File: src/rtl/rv32i_mem_responder_pkg.sv
// Shared constants, FSM state type and request legality check for the rv32i memory responder.
package rv32i_mem_pkg;

  localparam logic [2:0] F3_LB  = 3'b000;
  localparam logic [2:0] F3_LH  = 3'b001;
  localparam logic [2:0] F3_LW  = 3'b010;
  localparam logic [2:0] F3_LBU = 3'b100;
  localparam logic [2:0] F3_LHU = 3'b101;
  localparam logic [2:0] F3_SB  = 3'b000;
  localparam logic [2:0] F3_SH  = 3'b001;
  localparam logic [2:0] F3_SW  = 3'b010;

  localparam logic [15:0] MASK_LANE0 = 16'h00FF;
  localparam logic [15:0] MASK_LANE1 = 16'hFF00;
  localparam logic [15:0] MASK_FULL  = 16'hFFFF;

  typedef enum logic [2:0] {
    StIdle,
    StIssue0,
    StIssue1,
    StFinish,
    StResp
  } state_e;

  // Illegal funct3 or misaligned half/word access.
  function automatic logic req_fault(input logic write, input logic [2:0] funct3,
                                     input logic [1:0] addr_lo);
    logic f;
    f = 1'b1;
    if (write) begin
      case (funct3)
        F3_SB:   f = 1'b0;
        F3_SH:   f = addr_lo[0];
        F3_SW:   f = |addr_lo;
        default: f = 1'b1;
      endcase
    end else begin
      case (funct3)
        F3_LB, F3_LBU: f = 1'b0;
        F3_LH, F3_LHU: f = addr_lo[0];
        F3_LW:         f = |addr_lo;
        default:       f = 1'b1;
      endcase
    end
    return f;
  endfunction

endpackage

File: src/rtl/rv32i_mem_responder_if.sv
// Request/response handshake between the core load/store path and the memory responder.
interface rv32i_mem_responder_if #(
  parameter int unsigned XLEN = 32
) ();
  logic            req_valid_i;
  logic            req_ready_o;
  logic            req_write_i;
  logic [2:0]      req_funct3_i;
  logic [XLEN-1:0] req_addr_i;
  logic [XLEN-1:0] req_data_i;
  logic            resp_valid_o;
  logic [XLEN-1:0] resp_data_o;
  logic            resp_fault_o;

  modport master (
    output req_valid_i, req_write_i, req_funct3_i, req_addr_i, req_data_i,
    input  req_ready_o, resp_valid_o, resp_data_o, resp_fault_o
  );

  modport slave (
    input  req_valid_i, req_write_i, req_funct3_i, req_addr_i, req_data_i,
    output req_ready_o, resp_valid_o, resp_data_o, resp_fault_o
  );
endinterface

File: src/rtl/rv32i_load_extend.sv
// Selects the addressed lane from assembled BRAM read data and sign/zero-extends per funct3.
module rv32i_load_extend
  import rv32i_mem_pkg::*;
(
  input  logic [31:0] i_rdata,
  input  logic [2:0]  i_funct3,
  input  logic        i_addr0,
  output logic [31:0] o_result
);
  logic [7:0] w_byte;

  assign w_byte = i_addr0 ? i_rdata[15:8] : i_rdata[7:0];

  always_comb begin
    o_result = '0;
    case (i_funct3)
      F3_LB:   o_result = {{24{w_byte[7]}}, w_byte};
      F3_LH:   o_result = {{16{i_rdata[15]}}, i_rdata[15:0]};
      F3_LW:   o_result = i_rdata;
      F3_LBU:  o_result = {24'h0, w_byte};
      F3_LHU:  o_result = {16'h0, i_rdata[15:0]};
      default: o_result = '0;
    endcase
  end
endmodule

File: src/rtl/rv32i_mem_responder.sv
// Load/store responder onto a 16-bit masked synchronous BRAM; words take two half-word beats.
// Define RV32I_MEM_BOUNDS_EN to fault requests whose address exceeds the BRAM byte range.
module rv32i_mem_responder
  import rv32i_mem_pkg::*;
#(
  parameter int unsigned XLEN      = 32,
  parameter int unsigned PORT_LEN  = 16,
  parameter int unsigned ADDR_BITS = 9
) (
  input  logic                 clk_i,
  input  logic                 reset_i,
  rv32i_mem_responder_if.slave bus,
  output logic [ADDR_BITS-1:0] mem_addr_o,
  output logic                 mem_write_o,
  output logic [PORT_LEN-1:0]  mem_mask_o,
  output logic [PORT_LEN-1:0]  mem_data_o,
  input  logic [PORT_LEN-1:0]  mem_data_i
);
  state_e               r_state, w_state_d;
  logic                 r_write;
  logic [2:0]           r_funct3;
  logic [ADDR_BITS:0]   r_addr;
  logic [XLEN-1:0]      r_data;
  logic [PORT_LEN-1:0]  r_lo;
  logic [XLEN-1:0]      r_resp_data;
  logic                 r_resp_fault;

  logic                 w_accept, w_fault, w_oob, w_word;
  logic [ADDR_BITS-1:0] w_h;
  logic [31:0]          w_rdata, w_ext;

`ifdef RV32I_MEM_BOUNDS_EN
  assign w_oob = |bus.req_addr_i[XLEN-1:ADDR_BITS+1];
`else
  logic w_unused_addr;
  assign w_unused_addr = ^bus.req_addr_i[XLEN-1:ADDR_BITS+1];
  assign w_oob         = 1'b0;
`endif

  assign w_fault  = w_oob | req_fault(bus.req_write_i, bus.req_funct3_i, bus.req_addr_i[1:0]);
  assign w_accept = bus.req_valid_i & (r_state == StIdle);
  assign w_h      = r_addr[ADDR_BITS:1];
  assign w_word   = (r_funct3[1:0] == F3_LW[1:0]);
  assign w_rdata  = w_word ? {mem_data_i, r_lo} : {16'h0, mem_data_i};

  rv32i_load_extend u_extend (
    .i_rdata  (w_rdata),
    .i_funct3 (r_funct3),
    .i_addr0  (r_addr[0]),
    .o_result (w_ext)
  );

  always_ff @(posedge clk_i or posedge reset_i) begin
    if (reset_i) r_state <= StIdle;
    else         r_state <= w_state_d;
  end

  always_comb begin
    w_state_d        = r_state;
    bus.req_ready_o  = 1'b0;
    bus.resp_valid_o = 1'b0;
    mem_addr_o       = '0;
    mem_write_o      = 1'b0;
    mem_mask_o       = '0;
    mem_data_o       = '0;
    unique case (r_state)
      StIdle: begin
        bus.req_ready_o = 1'b1;
        if (bus.req_valid_i) w_state_d = w_fault ? StResp : StIssue0;
      end
      StIssue0: begin
        mem_addr_o  = w_h;
        mem_write_o = r_write;
        if (r_funct3 == F3_SB) begin
          mem_data_o = {2{r_data[7:0]}};
          if (r_write) mem_mask_o = r_addr[0] ? MASK_LANE1 : MASK_LANE0;
        end else begin
          mem_data_o = r_data[15:0];
          if (r_write) mem_mask_o = MASK_FULL;
        end
        w_state_d = w_word ? StIssue1 : StFinish;
      end
      StIssue1: begin
        // Word base h is even, so the upper beat is h with bit 0 set.
        mem_addr_o  = {w_h[ADDR_BITS-1:1], 1'b1};
        mem_write_o = r_write;
        mem_data_o  = r_data[31:16];
        if (r_write) mem_mask_o = MASK_FULL;
        w_state_d   = StFinish;
      end
      StFinish: w_state_d = StResp;
      StResp: begin
        bus.resp_valid_o = 1'b1;
        w_state_d        = StIdle;
      end
      default: w_state_d = StIdle;
    endcase
  end

  always_ff @(posedge clk_i or posedge reset_i) begin
    if (reset_i) begin
      r_write      <= 1'b0;
      r_funct3     <= '0;
      r_addr       <= '0;
      r_data       <= '0;
      r_lo         <= '0;
      r_resp_data  <= '0;
      r_resp_fault <= 1'b0;
    end else begin
      if (w_accept) begin
        r_write      <= bus.req_write_i;
        r_funct3     <= bus.req_funct3_i;
        r_addr       <= bus.req_addr_i[ADDR_BITS:0];
        r_data       <= bus.req_data_i;
        r_resp_fault <= w_fault;
        if (w_fault) r_resp_data <= '0;
      end
      if (r_state == StIssue1) r_lo <= mem_data_i;
      if (r_state == StFinish) r_resp_data <= r_write ? '0 : w_ext;
    end
  end

  assign bus.resp_data_o  = r_resp_data;
  assign bus.resp_fault_o = r_resp_fault;
endmodule

File: src/flat_wrapper.sv
// flat-port wrapper written by rule: the top's interface ports become plain ports
module rv32i_mem_responder_flat import rv32i_mem_pkg::*;
#(
  parameter int unsigned XLEN      = 32,
  parameter int unsigned PORT_LEN  = 16,
  parameter int unsigned ADDR_BITS = 9
)
  (clk_i, reset_i, mem_addr_o, mem_write_o, mem_mask_o, mem_data_o, mem_data_i, bus_req_valid_i, bus_req_write_i, bus_req_funct3_i, bus_req_addr_i, bus_req_data_i, bus_req_ready_o, bus_resp_valid_o, bus_resp_data_o, bus_resp_fault_o);
  rv32i_mem_responder_if #(.XLEN(XLEN)) bus_i ();
  input  logic clk_i;
  input  logic reset_i;
  output logic [ADDR_BITS-1:0] mem_addr_o;
  output logic mem_write_o;
  output logic [PORT_LEN-1:0] mem_mask_o;
  output logic [PORT_LEN-1:0] mem_data_o;
  input  logic [PORT_LEN-1:0] mem_data_i;
  input wire logic [$bits(bus_i.req_valid_i)-1:0] bus_req_valid_i;
  input wire logic [$bits(bus_i.req_write_i)-1:0] bus_req_write_i;
  input wire logic [$bits(bus_i.req_funct3_i)-1:0] bus_req_funct3_i;
  input wire logic [$bits(bus_i.req_addr_i)-1:0] bus_req_addr_i;
  input wire logic [$bits(bus_i.req_data_i)-1:0] bus_req_data_i;
  output wire logic [$bits(bus_i.req_ready_o)-1:0] bus_req_ready_o;
  output wire logic [$bits(bus_i.resp_valid_o)-1:0] bus_resp_valid_o;
  output wire logic [$bits(bus_i.resp_data_o)-1:0] bus_resp_data_o;
  output wire logic [$bits(bus_i.resp_fault_o)-1:0] bus_resp_fault_o;
  assign bus_i.req_valid_i = bus_req_valid_i;
  assign bus_i.req_write_i = bus_req_write_i;
  assign bus_i.req_funct3_i = bus_req_funct3_i;
  assign bus_i.req_addr_i = bus_req_addr_i;
  assign bus_i.req_data_i = bus_req_data_i;
  assign bus_req_ready_o = bus_i.req_ready_o;
  assign bus_resp_valid_o = bus_i.resp_valid_o;
  assign bus_resp_data_o = bus_i.resp_data_o;
  assign bus_resp_fault_o = bus_i.resp_fault_o;
  rv32i_mem_responder #(.XLEN(XLEN), .PORT_LEN(PORT_LEN), .ADDR_BITS(ADDR_BITS)) u_core (.clk_i(clk_i), .reset_i(reset_i), .bus(bus_i), .mem_addr_o(mem_addr_o), .mem_write_o(mem_write_o), .mem_mask_o(mem_mask_o), .mem_data_o(mem_data_o), .mem_data_i(mem_data_i));
endmodule
File: config.mk
export PLATFORM = sky130hd
export DESIGN_NAME = rv32i_mem_responder_flat
export DESIGN_NICKNAME = d
export VERILOG_FILES = /design/src/rtl/rv32i_mem_responder_pkg.sv /design/src/rtl/rv32i_mem_responder_if.sv /design/src/rtl/rv32i_load_extend.sv /design/src/rtl/rv32i_mem_responder.sv /design/src/flat_wrapper.sv
export SDC_FILE = /design/constraint.sdc
export NUM_CORES = 1
export LEC_CHECK = 0
export CAP_MARGIN = 30
export CORE_AREA = 3 3 103 105
export CTS_BUF_LIST = sky130_fd_sc_hd__clkbuf_4 sky130_fd_sc_hd__clkbuf_8
export DETAILED_ROUTE_END_ITERATION = 8
export DIE_AREA = 0 0 106 108
export PLACE_DENSITY_LB_ADDON = 0.2
export SYNTH_ARGS = -nofsm -noshare
export SYNTH_HDL_FRONTEND = slang
export SYNTH_SLANG_ARGS = --single-unit
export TNS_END_PERCENT = 50
File: constraint.sdc
create_clock -name clk_i -period 4.1 [get_ports clk_i]
set_input_delay 0.41 -clock clk_i [delete_from_list [all_inputs] [get_ports clk_i]]
set_output_delay 0.41 -clock clk_i [all_outputs]
set_load 0.02 [all_outputs]
# Word level (Yosys, flattened, before mapping)
# Index checks and enable logic that the tools add are counted.
# op_classes
n_reduce_logical,10
mux,25
n_eq_ne,14
n_bitwise,1
# ops
op,count
$mux W32,5
$pmux W32 S5,1
$mux W16,5
$pmux W16 S2,2
$pmux W9 S2,1
$eq A3 B3 Y1 const B,5
$eq A3 B2 Y1 const B,4
$pmux W3 S4,1
$eq A3 B1 Y1 const B,3
$logic_not A3 Y1,3
$mux W8,1
$reduce_or A2 Y1,4
$mux W3,2
$pmux W1 S3,2
$mux W1,5
$reduce_bool A2 Y1,2
$eq A2 B2 Y1 const B,1
$ne A2 B2 Y1 const B,1
$reduce_and A2 Y1,1
$and A1 B1 Y1,1
# totals
wordCells,58
out_inout_bits,77
ff_bits,98

# Longest topological paths before layout
# Gate-level depths: netlist of run 1.
# logic_depth
ltp_word,7
ltp_mapped,7
ltp_nobuf,4

# By module
# From an unflattened synthesis of run 1, not the netlist that was laid out.
# unflattened
cells_unflattened,460
area_unflattened_um2,5109.9
# by_module_without_submodules
module,area_per_inst_um2,instances,cells_each
rv32i_mem_responder,4684.5,1,397
rv32i_load_extend,425.4,1,63

# Worst setup path before layout of run 1
# No wires, ideal clock.
# synth_timing
path_type,register to output
from,reg u_core.r_state[1]
to,out mem_mask_o[10]
required_ns,3.690
path_stages_with_launch,7
t_arrival_ns,1.776
path_slack_ns,1.914
path_cell_list,dfrtp_1 > buf_6 > or3b_2 > clkbuf_1 > a21oi_1 > o21a_1 > buf_4
# synth_via
elab_chain_cells,2
elab_cells_between_ends,3
cone_classes,eq/ne (2); mux (1)
# synth_rtl
item,line_no,rtl
start: declaration,rv32i_mem_responder.sv:19,"state_e r_state, w_state_d;"
start signal: assignment,rv32i_mem_responder.sv:54,if (reset_i) r_state <= StIdle;
start signal: assignment,rv32i_mem_responder.sv:55,else r_state <= w_state_d;
$eq A3 B2 Y1 / $eq A3 B1 Y1 (equally long branches),rv32i_mem_responder.sv:66,unique case (r_state)
$pmux W16 S2 (*),rv32i_mem_responder.sv:66,
end: declaration,flat_wrapper.sv:14,output logic [PORT_LEN-1:0] mem_mask_o;
# Every way passes the cells marked *; elsewhere a longest branch is shown, timed or not.

# Worst setup path in the final report of run 1
# layout_timing
from,reg u_core.r_state[0]
to,out mem_mask_o[12]
# Same word-level chain as after synthesis.

==> metrics.md, run 1 <==
| Metric | Value |
|---|---|
| Number of global-route vias before repair | 3702 |
| Final min period | 3.08 ns |
| Syn-to-layout area delta | 35.0% |
| Max stage delay cell, worst path | clkdlybuf4s50_1 |
| Die area | 11400 µm² |
| Initial antenna violation count | 0 |
| Synth Register Bits | 98 |
| VDD IR max | 0.000394 V |
| Mean area per synthesized cell | 10.3 µm² |
| Sequential fraction of the synthesis area | 0.533 |
| Antenna cells | 0 |
| Met1 GRT Util | 0.273 |
| Post-synth EDFFs | 0 |
| Post-synthesis mux area share | 0.0914 |
| MaxCap Viol Count | 0 |
| Levels on crit path | 4 |
| Power, Total | 5.05 mW |
| P_leak | 2.91 nW |
| H-tree Lvls | 3 |
| CP endpoint kind | output port |
| Worst endpoint data arrival time | 2.67 ns |
| First-pass GRT wire length | 19000 µm |
| Dominant synthesized flop cell | dfrtp_1 |
| Die Y | 108 µm |
| GR peak layer | met2 |
| Top-level I/O count | 164 |
| RD Place Congestion | 0.877 |
| RSZ-0062 raised after global routing | no |
| Worst-path clk slew | 0.10 ns |
| Wire length per cell | 16.6 µm |
| Cts hold-fix bufs | 0 |
| Final net count | 650 |
| Endpoints failing setup | 0 |
| Largest family of logic cells by synthesized area | simple AND/OR/NAND/NOR gates |
| Synth Area in XOR/XNOR | 0 |
| Via count | 3640 |
| Root Buffer | clkbuf_8 |
| Clk buf depth | 2 |
| Top cell type by total area after synthesis | dfrtp_1 |
| Crit. Startpoint | u_core.r_state[0]$_DFFE_PP0P_ |
| Port Buffer Count | 141 |
| Req. time, crit path | 3.69 ns |
| Crit path cell chain | or3b_2 -> a21oi_1 -> o21a_1 -> clkdlybuf4s50_1 |
| Area share of the largest cell type after synthesis | 0.533 |
| Kind of critical path | reg2out |
| DRT Wirelength | 11600 µm |
| Final std cells w/o fill | 701 |
| Initial DRT Pass Iterations | 4 |
| Via density | 5.19 |
| Initial Util | 0.473 |
| Fin. max-slew vios | 0 |
| Post-Synth Adder-Cell Area | 0 |
| Dpl hpwl | 8280 µm |
| Inserted Clock Buffers | 9 |
| Worst setup SP type | register |
| Post-Syn Nets | 534 |
| Core ar. | 9730 µm² |
| Rel. slew slack | 0.333 |
| TritonCTS clock tree | done |
| Synth Warn # | 0 |
| Fin. Hold Viols | 0 |
| Gr ovfl total | 0 |
| CP Buf/Inv Count | 1 |
| Die W | 106 µm |
| Worst Max-Slew Pin Slew | 0.993 ns |
| Synth async-reset ratio | 1.00 |
| Synth unique cells | 40 |
| Clock Sinks | 98 |
| Inst Count DP | 684 |
| Worst r2r src | u_core.r_funct3[1]$_DFFE_PP0P_ |
| M2 GR Usage | 0.354 |
| Fmax | 325 MHz |
| Mapped cell area | 4600 µm² |
| Worst-skew pair later-pin latency | 0.37 ns |
| Final setup TNS | 0 ns |
| Cts repair resizes | 0 |
| Post-Synth Simple-Gate Area | 0.181 |
| Residual DRC | 0 |
| PwrDens | 813 nW/µm² |
| GR Util All Layers | 0.210 |
| Post-Synthesis Cells | 447 |
| Post-route ant nets | 0 |
| Crit path max fanout | 11 |
| Initial drt markers | 136 |
| Slowest stage delay, CP | 0.66 ns |
| Area fraction in compound gates after synthesis | 0.127 |
| Largest net degree at the start of global routing | 48 |
| Fin crit share | 0.751 |
| Post-layout util | 0.638 |
| Family with the most delay on the worst path | buffers and inverters |
| Status | finished clean |
| Worst reg-to-reg path cell count | 4 |
| Post-CTS setup buffers | 0 |
| Final clock skew | 0.0109 ns |
| Area contributors post-synth | dfrtp_1, nand2_1, mux2i_1 |
| Fillers | 833 |
| Site Rows | 36 |
| Layout cells sized above 1 | 0.0951 |
| Top post-synthesis cells by count | nand2_1, dfrtp_1, mux2i_1 |
| Worst hold path class | in2async |
| GRT met3 Usage | 0.0490 |
| Count leader, synth | nand2_1 |
## metrics by stage
stage / hold slack (ns) / setup WS [ns] / cell area (µm²)
after floorplan: 0.438 / 1.13 / 4600
after global placement: 0.451 / 1.46 / 5960
after CTS: 0.334 / 0.982 / 6190
final: 0.328 / 1.02 / 6210
after detailed placement: 0.456 / 1.40 / 5960
after global routing: 0.348 / 0.872 / 6210
## state kept, by name, summed over array words and instances, names as in the netlist
signal and count:
u_core.r_data 32, u_core.r_addr 10, u_core.bus.resp_fault_o 1, u_core.r_state 3, u_core.r_lo 16, u_core.bus.resp_data_o 32
u_core.r_funct3 3, u_core.r_write 1
## cell usage in the layout, fill, tap and decap left out, types with 2 or more instances in the layout
master           Yosys  routed
a211o_1              6       6
a221o_1             19      19
a22o_1              18      18
buf_4               17       8
bufinv_16            0       2
clkbuf_8             0      10
clkdlybuf4s50_1      0     141
dfrtp_1             98      98
inv_1                5       4
inv_6                0       2
mux2_2              16      16
mux2i_1             24      24
nand2_1            149     149
nand2b_1             2       2
nor2_1              10      10
nor2b_1             10      10
nor3_2               1       2
nor3b_1              3       2
nor3b_2              1       2
o21a_1               2       2
o21ai_0             12      12
o22ai_1              7       7
## worst reg2reg max path: cells and delay by family, from the launching register on
kind	cells	cell delay (ns)
compound gates	1	0.16
buf+inv	1	0.29
flops	1	0.58
simple gates	2	0.97
## report_power, final
group          leakage [nW]  internal [mW]  switching, mW
registers              1.25           1.41          0.337
clock network         0.115          0.369          0.354
logic                  1.54           1.23           1.35
total                  2.91           3.01           2.04
## cells by family (layout without fill, tap and decap cells)
family | count (synthesis) | after routing
simple gates | 188 | 188
flops | 98 | 98
mux | 40 | 40
compound gates | 71 | 71
buf+inv | 50 | 171
## layer usage
metal,part of all wire,wire (µm)
met1,0.43,5010
met2,0.50,5800
met3,0.059,681
met4,0.012,139
met5,0,0
## layout make-up
class | instances | area, µm² | share of cell area
Sequential cell | 98 | 2450 | 0.395
Tap cell | 133 | 166 | 0.0268
Clock inverter | 6 | 96.3 | 0.0155
Inverter | 5 | 21.3 | 0.00343
Multi-Input combinational cell | 299 | 1850 | 0.298
Timing Repair Buffer | 150 | 1490 | 0.239
Clock buffer | 10 | 138 | 0.0222
## path summary, 6_finish.rpt
check | to | slack, ns
max | mem_mask_o[12] | 1.02
min | u_core.bus.resp_data_o[1]$_DFFE_PP0P_ | 0.33
max reg2reg | u_core.bus.resp_data_o[23]$_DFFE_PP0P_ | 2.04
min reg2reg | u_core.r_addr[8]$_DFFE_PP0P_ | 0.48
max in group asynchronous | u_core.r_addr[0]$_DFFE_PP0P_ | 2.88
min in group clk_i | u_core.r_addr[8]$_DFFE_PP0P_ | 0.48
(Power assumes the default switching activity.)
==> run 2, diff against run 1 <==
- CORE_AREA: 3 3 103 105 -> 3 3 109 111
- DIE_AREA: 0 0 106 108 -> 0 0 112 114
- clock period: 4.1 -> 2.6 ns (I/O delays scaled with it)
==> run 2 against run 1 <==
Effect of this change:
- clock skew shrank 0.0022 ns
- critical path depth up 1
- sequential power rose by 55%
- die area is 12% higher
- first-iteration DRC count up 54%
- non-clock buffer count up 11
- largest cell class unchanged
- highest routed layer unchanged
==> metrics.md, run 2 (synthesized netlist as in run 1, its figures left out) <==
| Metric | Value |
|---|---|
| H-tree Lvls | 3 |
| R2R Path End | u_core.bus.resp_data_o[30]$_DFFE_PP0P_ |
| Crit path max fanout | 9 |
| Area occupied by multi-input gates | 1860 µm² |
| Inst Count DP | 701 |
| Dpl hpwl | 8230 µm |
| Gr ovfl total | 0 |
| R2R setup slack | 0.69 ns |
| Kind of critical path | reg2out |
| Most common cell after layout, fill and taps aside | nand2_1 |
| Fin. max-slew vios | 0 |
| Root Buffer | clkbuf_8 |
| CP endpoint kind | output port |
| Worst endpoint data arrival time | 2.23 ns |
| Clock Sinks | 98 |
| Wire length per cell | 16.4 µm |
| Via density | 5.14 |
| Rel. slew slack | 0.371 |
| Fmax | 402 MHz |
| Die Y | 114 µm |
| Req. time, crit path | 2.34 ns |
| Fin crit share | 0.957 |
| Layout cells sized above 1 | 0.114 |
| Final clock skew | 0.00876 ns |
| Syn-to-layout area delta | 36.5% |
| RD Place Congestion | 0.843 |
| Inserted Clock Buffers | 9 |
| Die area | 12800 µm² |
| Clk buf depth | 2 |
| Worst-skew pair later-pin latency | 0.37 ns |
| Fin. Hold Viols | 0 |
| GR Util All Layers | 0.185 |
| Slowest stage delay, CP | 0.61 ns |
| Largest net degree at the start of global routing | 99 |
| Initial drt markers | 210 |
| RSZ-0062 raised after global routing | no |
| Worst r2r src | u_core.r_state[0]$_DFFE_PP0P_ |
| Final min period | 2.49 ns |
| Final std cells w/o fill | 719 |
| Post-layout util | 0.576 |
| Max stage delay cell, worst path | clkdlybuf4s50_1 |
| Commonest non-fill, non-tap cells in the layout | nand2_1, clkdlybuf4s50_1, dfrtp_1, mux2i_1, dlygate4sd2_1 |
| Die W | 112 µm |
| Via count | 3696 |
| Port Buffer Count | 141 |
| Initial Util | 0.422 |
| Number of global-route vias before repair | 3801 |
| DRT Wirelength | 11800 µm |
| Crit path cell chain | buf_4 -> nor3b_2 -> buf_4 -> a22o_1 -> clkdlybuf4s50_1 |
| Final net count | 661 |
| VDD IR max | 0.000519 V |
| TritonCTS clock tree | done |
| MaxCap Viol Count | 0 |
| CP most frequent cell | buf_4 |
| Antenna cells | 0 |
| CP Buf/Inv Count | 3 |
| Worst-path clk slew | 0.09 ns |
| P_leak | 3.07 nW |
| Family with the most delay on the worst path | buffers and inverters |
| Worst setup SP type | register |
| Status | finished clean |
| Initial antenna violation count | 0 |
| Worst reg-to-reg path cell count | 4 |
| Core ar. | 10900 µm² |
| Initial DRT Pass Iterations | 4 |
| Top-level I/O count | 164 |
| Fillers | 1007 |
| Residual DRC | 0 |
| Worst Max-Slew Pin Slew | 0.937 ns |
| Storage element area | 2450 µm² |
| First-pass GRT wire length | 18800 µm |
| Endpoints failing setup | 0 |
| Worst hold path class | in2async |
| PwrDens | 1260 nW/µm² |
| Site Rows | 38 |
| Post-route ant nets | 0 |
## run 2: area by class of cell
class	count	share of cell area
timing repair buffer	161	0.247
sequential	98	0.391
inverter	5	0.00359
clock buffer	9	0.0197
clock inverter	7	0.0148
multi-input combinational	299	0.296
tap	140	0.0279
## run 2: layer usage
metal  routed length (µm)  GRT usage  up-vias  part of all wire
met5                    0          0        -                 0
met4                  255     0.0745        0             0.022
met3                  899     0.0509       18             0.076
met2                 5690      0.310      112              0.48
met1                 4920      0.228     1799              0.42
li1                     -          -     1767                 -
## run 2: how the worst max path moves through the flow
stage,endpoint,from,cells past startpoint,slack [ns]
final,mem_data_o[2],u_core.r_state[1]$_DFFE_PP0P_,5,0.11
after global routing,mem_addr_o[8],u_core.r_state[1]$_DFFE_PP0P_,6,0.001
after CTS,mem_data_o[13],u_core.r_state[1]$_DFFE_PP0P_,4,-0.06
after detailed placement,mem_mask_o[11],u_core.r_state[1]$_DFFE_PP0P_,4,0.29
after global placement,mem_data_o[12],u_core.r_state[1]$_DFFE_PP0P_,4,0.31
after floorplan,mem_mask_o[10],u_core.r_state[1]$_DFFE_PP0P_,6,0.56
## run 2: what timing repair did
item,CTS,global route
gates cloned,0,0
hold buffers,0,0
gates resized for setup,24,1
endpoints found under the setup margin,33,13
buffers inserted,0,2
## run 2: worst reg2reg max path: cells and delay by family (launching register included)
kind                   cells  cell delay [ns]
AND/OR/NAND/NOR            2             1.00
flip-flops                 1             0.43
AO/OA/AOI/OAI              1             0.22
buffers and inverters      1             0.20
## run 2: metrics by stage
step           TNS (ns)  hold slack (ns)  worst slack (ns)  instance area [µm²]  power [mW]
5_1_grt               0            0.405           0.00149                 6270        8.44
4_1_cts         -0.0610            0.390           -0.0610                 6260        7.98
6_report              0            0.367             0.113                 6270        7.91
3_5_place_dp          0            0.456             0.292                 6060        6.99
2_1_floorplan         0            0.365             0.564                 4600        5.39
3_3_place_gp          0            0.450             0.311                 6050        6.88
## run 2: power breakdown
group,leakage (nW),total [mW],internal [mW],switching [mW]
registers,1.25,2.71,2.23,0.479
clock network,0.113,1.09,0.542,0.543
logic,1.71,4.12,1.92,2.19
==> run 3, diff against run 2 <==
- REMOVE_ABC_BUFFERS: default -> 1
==> run 3 against run 2 <==
Effect of this change:
- sequential power barely moved
- final cell count rose by 0.42%
- sequential share of layout area fell by 0.16 points
- global-route usage fell by 0.44 points
- die area did not move
- power fell by 0.27%
- clock skew barely moved
- critical path depth did not move
- sequential cell count did not move
- worst hold slack got worse by 0.064 ns
- largest cell class unchanged
- largest power group unchanged
==> metrics.md, run 3 (synthesized netlist as in run 1, its figures left out) <==
| Metric | Value |
|---|---|
| Wire length per cell | 15.9 µm |
| Slowest stage delay, CP | 0.61 ns |
| Via density | 5.12 |
| Power share of the clock group | 0.136 |
| Gr ovfl total | 0 |
| Kind of critical path | reg2out |
| P_leak | 3.09 nW |
| Fmax | 402 MHz |
| TritonCTS clock tree | done |
| RD Place Congestion | 0.831 |
| Root Buffer | clkbuf_8 |
| Dpl hpwl | 8130 µm |
| PwrDens | 1250 nW/µm² |
| Port Buffer Count | 141 |
| Worst reg-to-reg path cell count | 5 |
| Fin. Hold Viols | 0 |
| Sw frac | 0.404 |
| Most common cell after layout, fill and taps aside | nand2_1 |
| Worst r2r src | u_core.r_state[1]$_DFFE_PP0P_ |
| Initial antenna violation count | 0 |
| MaxCap Viol Count | 0 |
| First-pass GRT wire length | 18500 µm |
| VDD IR max | 0.000537 V |
| RSZ-0062 raised after global routing | no |
| Inst Count DP | 703 |
| Fin crit share | 0.956 |
| Family with the most delay on the worst path | buffers and inverters |
| Initial DRT Pass Iterations | 6 |
| Largest net degree at the start of global routing | 48 |
| Initial drt markers | 158 |
| Worst-path clk slew | 0.10 ns |
| Seq pwr share | 0.342 |
| Die Y | 114 µm |
| Initial Util | 0.422 |
| Final net count | 664 |
| Commonest non-fill, non-tap cells in the layout | nand2_1, clkdlybuf4s50_1, dfrtp_1, mux2i_1, dlygate4sd2_1 |
| GR Util All Layers | 0.181 |
| Top-level I/O count | 164 |
| Worst Max-Slew Pin Slew | 0.755 ns |
| Crit path max fanout | 9 |
| Fin. max-slew vios | 0 |
| Antenna cells | 0 |
| Crit path cell chain | buf_4 -> nor3b_2 -> buf_4 -> a22o_1 -> clkdlybuf4s50_1 |
| CP most frequent cell | buf_4 |
| Site Rows | 38 |
| Core ar. | 10900 µm² |
| Power share of the combinational group | 0.522 |
| Via count | 3699 |
| Fillers | 980 |
| Die W | 112 µm |
| Final clock skew | 0.00898 ns |
| Final std cells w/o fill | 722 |
| Status | finished clean |
| Number of global-route vias before repair | 3646 |
| Syn-to-layout area delta | 37.0% |
| Req. time, crit path | 2.34 ns |
| Worst hold path class | in2async |
| Post-layout util | 0.579 |
| Die area | 12800 µm² |
| Clock Sinks | 98 |
| Worst-skew pair later-pin latency | 0.37 ns |
| H-tree Lvls | 3 |
| Inserted Clock Buffers | 9 |
| DRT Wirelength | 11400 µm |
| Worst setup SP type | register |
| Max stage delay cell, worst path | clkdlybuf4s50_1 |
| R2R Path End | u_core.bus.resp_data_o[20]$_DFFE_PP0P_ |
| Rel. slew slack | 0.490 |
| CP Buf/Inv Count | 3 |
| Layout cells sized above 1 | 0.119 |
| Residual DRC | 0 |
| Sw power | 3.19 mW |
| CP endpoint kind | output port |
| Post-route ant nets | 0 |
| Worst endpoint data arrival time | 2.23 ns |
| Clk buf depth | 2 |
| R2R setup slack | 0.78 ns |
| Pint | 4.70 mW |
| Final min period | 2.49 ns |
| Endpoints failing setup | 0 |
## run 3: power by group through the flow
stage	logic, mW	clock network, mW	registers [mW]
after CTS	4.14	1.10	2.69
after global placement	4.17	0	2.68
final	4.12	1.07	2.70
after detailed placement	4.24	0	2.72
after floorplan	2.17	0	2.90
after global routing	4.48	1.16	2.80
## run 3: worst max-delay path by stage
stage	cells past startpoint	end	slack, ns	startpoint
CTS	5	mem_write_o	-0.04	u_core.r_state[0]$_DFFE_PP0P_
floorplan	2	mem_mask_o[0]	-1.81	u_core.r_state[1]$_DFFE_PP0P_
finish	5	mem_data_o[5]	0.11	u_core.r_state[1]$_DFFE_PP0P_
detailed placement	4	u_core.bus.resp_data_o[22]$_DFFE_PP0P_	0.30	bus_req_funct3_i[2]
global route	5	mem_data_o[5]	0.03	u_core.r_state[2]$_DFFE_PP0P_
global placement	4	mem_data_o[13]	0.33	u_core.r_state[1]$_DFFE_PP0P_
## run 3: area by class of cell
type | count | area (µm²) | share of cell area
clock buffer | 9 | 124 | 0.0197
clock inverter | 7 | 93.8 | 0.0149
inverter | 5 | 21.3 | 0.00338
multi-input combinational | 299 | 1860 | 0.295
sequential | 98 | 2450 | 0.389
tap | 140 | 175 | 0.0278
timing repair buffer | 164 | 1580 | 0.250
## run 3: timing repair
| item | 4_1_cts | 5_1_grt |
|---|---|---|
| cloned | 0 | 0 |
| resized for setup | 22 | 4 |
| hold buffers | 0 | 0 |
| buffers inserted | 0 | 3 |
| setup endpoints to repair | 38 | 20 |
## run 3: worst reg2reg max path: cells and delay by family (launching register included)
kind	cells	cell delay, ns
DFF	1	0.45
AOI/OAI and AO/OA	2	0.76
and+or+nand+nor	2	0.30
buffers and inverters	1	0.18
## run 3: stage by stage
stage                     total power [mW]  worst slack (ns)  cell area, µm²  hold WS [ns]  setup TNS (ns)
final                                 7.89             0.113            6300         0.303               0
after global routing                  8.45            0.0312            6300         0.357               0
after CTS                             7.94           -0.0423            6260         0.321          -0.278
after detailed placement              6.96             0.296            6070         0.454               0
after global placement                6.85             0.332            6060         0.450               0
after floorplan                       5.08             -1.81            4310         0.365          -93.65
## run 3: metal layers
metal	up-vias	GRT usage	wire length [µm]
met5	-	0	0
li1	1775	-	-
met1	1785	0.241	5030
met4	0	0.0609	175
met3	13	0.0499	908
met2	126	0.287	5330
